--- src/rtl/fetch_stage.sv ---
// Instruction fetch sequencer: owns the fetch PC, reads the synchronous-read
// instruction RAM, and hands captured words to decode over valid/ready.
module fetch_stage #(
  parameter logic [31:0] RESET_PC = 32'h0000_0000
) (
  input  logic        clk,
  input  logic        reset,
  output logic [29:0] mem_addr,
  output logic        mem_re,
  input  logic [31:0] mem_dout,
  output logic [31:0] inst,
  output logic [31:0] inst_pc,
  output logic        inst_valid,
  input  logic        inst_ready,
  input  logic        redirect,
  input  logic [31:0] redirect_target,
  output logic        fault
);

  typedef enum logic [1:0] {RST, REQ, RESP, HOLD} state_t;

  state_t      state, state_nxt;
  logic [31:0] fetch_pc, pc_nxt;
  logic [31:0] inst_nxt, inst_pc_nxt;
  logic        valid_nxt, fault_nxt;

  assign mem_addr = fetch_pc[31:2];
  assign mem_re   = (state == REQ) | ((state == HOLD) & inst_ready);

  always_comb begin
    state_nxt   = state;
    pc_nxt      = fetch_pc;
    inst_nxt    = inst;
    inst_pc_nxt = inst_pc;
    valid_nxt   = inst_valid;
    fault_nxt   = fault;
    case (state)
      RST:  state_nxt = REQ;
      REQ:  state_nxt = RESP;
      RESP: begin
        inst_nxt    = mem_dout;
        inst_pc_nxt = fetch_pc;
        valid_nxt   = 1'b1;
        pc_nxt      = fetch_pc + 32'd4;
        state_nxt   = HOLD;
      end
      HOLD: begin
        // The read for fetch_pc goes out this cycle; the word lands in RESP.
        if (inst_ready) begin
          valid_nxt = 1'b0;
          state_nxt = RESP;
        end
      end
      default: state_nxt = RST;
    endcase
    // Redirect overrides everything, dropping any word in flight.
    if (redirect) begin
      pc_nxt    = {redirect_target[31:2], 2'b00};
      valid_nxt = 1'b0;
      state_nxt = REQ;
      if (redirect_target[1:0] != 2'b00) fault_nxt = 1'b1;
    end
  end

  always_ff @(posedge clk or posedge reset) begin
    if (reset) begin
      state      <= RST;
      fetch_pc   <= RESET_PC;
      inst       <= 32'h0;
      inst_pc    <= 32'h0;
      inst_valid <= 1'b0;
      fault      <= 1'b0;
    end else begin
      state      <= state_nxt;
      fetch_pc   <= pc_nxt;
      inst       <= inst_nxt;
      inst_pc    <= inst_pc_nxt;
      inst_valid <= valid_nxt;
      fault      <= fault_nxt;
    end
  end

endmodule
--- config.mk ---
export PLATFORM = sky130hd
export DESIGN_NAME = fetch_stage
export DESIGN_NICKNAME = d
export VERILOG_FILES = /design/src/rtl/fetch_stage.sv
export SDC_FILE = /design/constraint.sdc
export NUM_CORES = 1
export LEC_CHECK = 0
export ABC_AREA = 1
export CORE_UTILIZATION = 41
export CTS_CLUSTER_DIAMETER = 60
export CTS_CLUSTER_SIZE = 28
export DETAILED_ROUTE_END_ITERATION = 6
export PLACE_DENSITY_LB_ADDON = 0.1
export SETUP_SLACK_MARGIN = 0.4
export SYNTH_ARGS = -nofsm -noshare
export SYNTH_HDL_FRONTEND = slang
export SYNTH_SLANG_ARGS = --single-unit
--- constraint.sdc ---
create_clock -name clk -period 2.97 [get_ports clk]
set_input_delay 0.297 -clock clk [delete_from_list [all_inputs] [get_ports clk]]
set_output_delay 0.297 -clock clk [all_outputs]
set_load 0.02 [all_outputs]
# Word-level counts from Yosys, hierarchy flattened
# Index checks and enable logic that the tools add are counted.
# classes
addsub	1
eq_ne	4
mux	8
n_bitwise	2
n_reduce_logical	6
# ops
op	n
32-bit 2-to-1 mux	2
32-bit by 3-bit adder with 32-bit output, second input constant	1
2-bit case mux with 4 select lines	1
2-bit == test, second input constant	2
2-bit 2-to-1 mux	2
2-bit AND reduction	2
2-bit nonzero test	2
3-bit inequality test, second input constant	1
3-bit nonzero test	1
2-bit by 1-bit == test with 1-bit output, second input constant	1
2-bit zero test	1
1-bit 2-to-1 mux	2
1-bit case mux with 2 select lines	1
1-bit bitwise AND	1
1-bit OR	1
# totals
regBits	100
in_bits	68
output_inout_bits	97
wordCells	27

# Longest topological paths before layout
# depth
depth_word	3
depth_mapped	9
ltp_nobuf	9

# Worst setup path before layout
# OpenSTA, ideal clock, no wires.
# synth_timing
path_type	register to register
startpoint	reg fetch_pc[3]
endpoint	reg fetch_pc[24]
setup_ns	0.117
arrival_ns	1.418
required_time_ns	2.853
path_slack_ns	1.435
path_stages_with_launch	9
path_buffers	0
synth_period_minus_slack_ns	1.535
cell_sequence	dfrtp_1 > ha_1 > nand2_2 > nor2_4 > nand2_1 > nor2_1 > nand3_1 > nand3_1 > nand2_1
# synth_between
elab_chain_cells	3
# synth_lines
item	line_no	rtl
start: declaration	23	logic [31:0] fetch_pc, pc_nxt;
start signal: assignment	75	fetch_pc <= pc_nxt;
32-bit by 3-bit adder with 32-bit output	44	pc_nxt = fetch_pc + 32'd4;
32-bit 2-to-1 mux	37	case (state)
32-bit 2-to-1 mux	57	if (redirect) begin
# No other way between the ends. The select of a mux whose other input is x is not followed.
# A chain may end at the register's enable or synchronous reset.

# Worst setup path in the final report
# layout_timing
startpoint	reg state[1]
endpoint	out mem_re
# layout_between
elab_chain_cells	3
elab_cells_between_ends	4
cone_classes	2 x eq/ne; 2 x bitwise
# layout_lines
item	line_no	rtl
start: declaration	22	state_t state, state_nxt;
start signal: assignment	74	state <= state_nxt;
2-bit == test	28	assign mem_re = (state == REQ) | ((state == HOLD) & inst_ready);
1-bit bitwise AND	28	
1-bit OR *	28	
end: declaration	9	output logic mem_re,
# Mark *: on every way between the ends. The rest lies on a longest branch, timed or not.

==> metrics.csv <==
stage,metric,value,unit
worst_setup_path,endpoint_kind,primary output,
final_layout,drive_above_1_share,5.05,%
worst_hold_path,hold_path.class,input port to asynchronous set/reset pin,
floorplan,core-area,10900,um2
global_routing,grt_pass1_vias,4259,
placed_design,gp_congestion,0.877,
clocking,clk_pin_slew,70,ps
drt,viasPerCell,4.84,
floorplan,die_x,109,um
yosys,synth-seq-area-share,51.5,%
sta,fin_tns_setup,0,ps
drt,drt_iter0_drc,264,
worst_setup_path,crit_slowest_cell,clkdlybuf4s50_1,
worst_setup_path,cp_max_fo,3,
sta,setup_ws,1050,ps
yosys,synth_adder_area_share,0.268,%
power_and_ir_drop,netSwitchingFraction,32.4,%
global_routing,grt_start_max_net_pins,97,
worst_setup_path,startpoint,state[1],
yosys,syn_area_per_cell,7.62,um2
yosys,yosys.area.top_type,dfrtp_1,
global_routing,grt_usage,22.3,%
global_routing,grt-ovfl-total,0,
final_layout,antenna_cells,0,
drt,ant_nets,0,
final_layout,final_nets,837,
worst_setup_path,cpMostUsedCell,nor2_1,
yosys,synth_top_family_by_area,simple AND/OR/NAND/NOR gates,
sta,skew,7.23,ps
yosys,yosys.area_share.simple,32.6,%
sta,rsz0062_at_grt,no,
run,drv_cap,0,
floorplan,dieHeight,109,um
power_and_ir_drop,ir_drop,0.330,mV
worst_setup_path,cp_top_family,buffers and inverters,
final_layout,syn2layout_area_growth,44.1,%
drt,post-route-drc-count,0,
worst_setup_path,path_buf_inv,2,
clocking,post-cts-setup-buffer-count,0,
placed_design,dpl.hpwl,9.06,mm
yosys,synth_top_area_share,51.5,%
worst_setup_path,reg2reg_from,state[0],
worst_setup_path,max_stage_delay,630,ps
floorplan,initial_utilization,42.6,%
power_and_ir_drop,p_comb_share,31.5,%
worst_setup_path,cp-start-kind,register,
clocking,root_buffer,clkbuf_16,
sta,max_slew_margin,45.6,%
yosys,muxShareOfSynthArea,0,%
placed_design,io_buffers,162,
floorplan,io_pins,165,
floorplan,floorplan.die_area,11800,um2
yosys,synthTopCellsByArea,"dfrtp_1, nand2_1, o21ai_0, nand3_1, inv_1",
sta,fin_crit_sh,64.6,%
clocking,clock_latency,340,ps
power_and_ir_drop,power_leakage,3.11,nW
worst_setup_path,critical_path_arrival,1620,ps
drt,vias,4417,
floorplan,rows,38,
clocking,ctsResizeCount,0,
yosys,synth-seq-cells,96,
yosys,synth_xor_area_share,0.752,%
yosys,synth_area,4660,um2
power_and_ir_drop,p_sw,1.41,mW
power_and_ir_drop,powerDensity,650,nW/um2
clocking,cts_tree,yes,
clocking,cts_sinks,96,
clocking,hold_buffers,0,
worst_setup_path,rrSetupSlack,1120,ps
drt,firstDrtPassIters,5,
global_routing,grt_antenna_before_repair,0,
sta,worstMarginPinSlew,816,ps
power_and_ir_drop,seqPwrFrac,40.0,%
worst_setup_path,worstPathRequired,2670,ps
drt,drt_wl_total,12.7,mm
power_and_ir_drop,clockPowerShare,28.5,%
run_status,outcome,"finished, final reports clean",
worst_setup_path,crit_type,register to primary output,
sta,fmax,521,MHz
sta,hold_viol_final,0,
worst_setup_path,cp_cell_sequence,"inv_1, nor2_1, nor2_1, clkdlybuf4s50_1",
yosys,synth.distinct_cells,26,
yosys,synth_compound_area_share,7.54,%
global_routing,grt_first_pass_wirelength,20.3,mm
sta,fin_crit,1920,ps
yosys,yosysWarnings,0,
sta,setup_viol,0,
yosys,synth_cells,612,
sta,hold_slack,448,ps
power_and_ir_drop,p_int,2.95,mW
drt,post_drt_wl_per_cell,13.9,um
clocking,cts_buffer_depth,2,
clocking,numCtsBuffers,9,
clocking,cts-htree-levels,3,
sta,drv_slew,0,
placed_design,preCtsSetupSlack,1040,ps
[metrics by stage]
step	power [mW]	instances	instance area, um2	util (%)
final	4.37	913	6720	61.4
after detailed placement	3.16	897	6400	58.5
after floorplan	2.42	613	4670	-
after global placement	3.13	897	6400	58.5
after global routing	4.61	913	6720	61.4
after CTS	4.41	913	6720	61.4
[layout by cell type (no fill, tap or decap), types with 2 or more instances in the layout]
master,netlist,routed
a21oi_1,3,3
buf_4,4,4
bufinv_16,0,2
clkbuf_16,0,9
clkdlybuf4s50_1,0,162
clkinvlp_4,0,2
conb_1,1,2
dfrtp_1,96,96
inv_1,57,55
inv_2,2,3
inv_6,0,2
nand2_1,262,262
nand2_2,2,2
nand2_4,2,2
nand3_1,47,47
nand4_1,2,2
nor2_1,35,35
nor2_2,2,2
nor2_4,9,9
o211ai_1,3,3
o21ai_0,55,55
o21bai_1,2,2
o221ai_1,2,2
xor2_1,3,3
[worst paths after layout]
kind / endpoint / depth (start not counted)
hold / removal: inst[6] / 3
setup / recovery: mem_re / 4
max in group asynchronous: inst[29] / 3
hold reg to reg: inst_valid / 1
min in group clk: inst_valid / 1
setup reg to reg: fetch_pc[15] / 6
[synth_stat cells]
cell type and n:
nand3_1 47, a31oi_1 1, nor2_1 35, inv_2 2
clkbuf_1 14, dfrtp_1 96, nor2_4 9, clkbuf_8 1
xnor2_1 1, and2_1 1, xor2_1 3, nand4_1 2
buf_2 4, a21oi_1 3, o21bai_1 2, buf_4 4
o221ai_1 2, ha_1 1, conb_1 1, nor2_2 2
inv_1 57, nand2_4 2, o21ai_0 55, o211ai_1 3
nand2_2 2, nand2_1 262
[sequential cells by signal, summed over array words and instances, names as in the netlist]
signal      flops
inst           32
fetch_pc       30
state           2
inst_pc        30
inst_valid      1
fault           1
[tightest hold or removal path: cells and delay by family]
family	cells	cell delay (ps)
buffers and inverters	3	940
[logic make-up after synthesis]
logic type	Yosys count
AO/OA/AOI/OAI	66
buffers and inverters	82
adder cells (fa/ha/maj)	1
XOR/XNOR	4
other	1
AND/OR/NAND/NOR	362
flip-flops	96
[power groups by stage]
stage               logic [mW]  registers [mW]  clock network (mW)
finish                    1.38            1.75                1.24
detailed placement        1.39            1.77                   0
global placement          1.37            1.76                   0
CTS                       1.39            1.75                1.27
floorplan                0.354            2.07                   0
global route              1.50            1.78                1.33
[layer usage]
layer | vias up | track usage, % | wire length, um
met1 | 2034 | 29.9 | 5690
met4 | 0 | 7.43 | 205
met2 | 156 | 35.9 | 5910
met5 | - | 0 | 0
met3 | 14 | 4.78 | 860
li1 | 2213 | - | -
[final cells by class]
class / instances / area (um2)
fill: 997 / 4220
sequential: 96 / 2400
multi-input combinational: 435 / 1920
timing repair buffer: 167 / 1670
clock buffer: 10 / 229
inverter: 59 / 225
tap: 140 / 175
clock inverter: 6 / 90.1
Power figures use the tool's default switching activity.
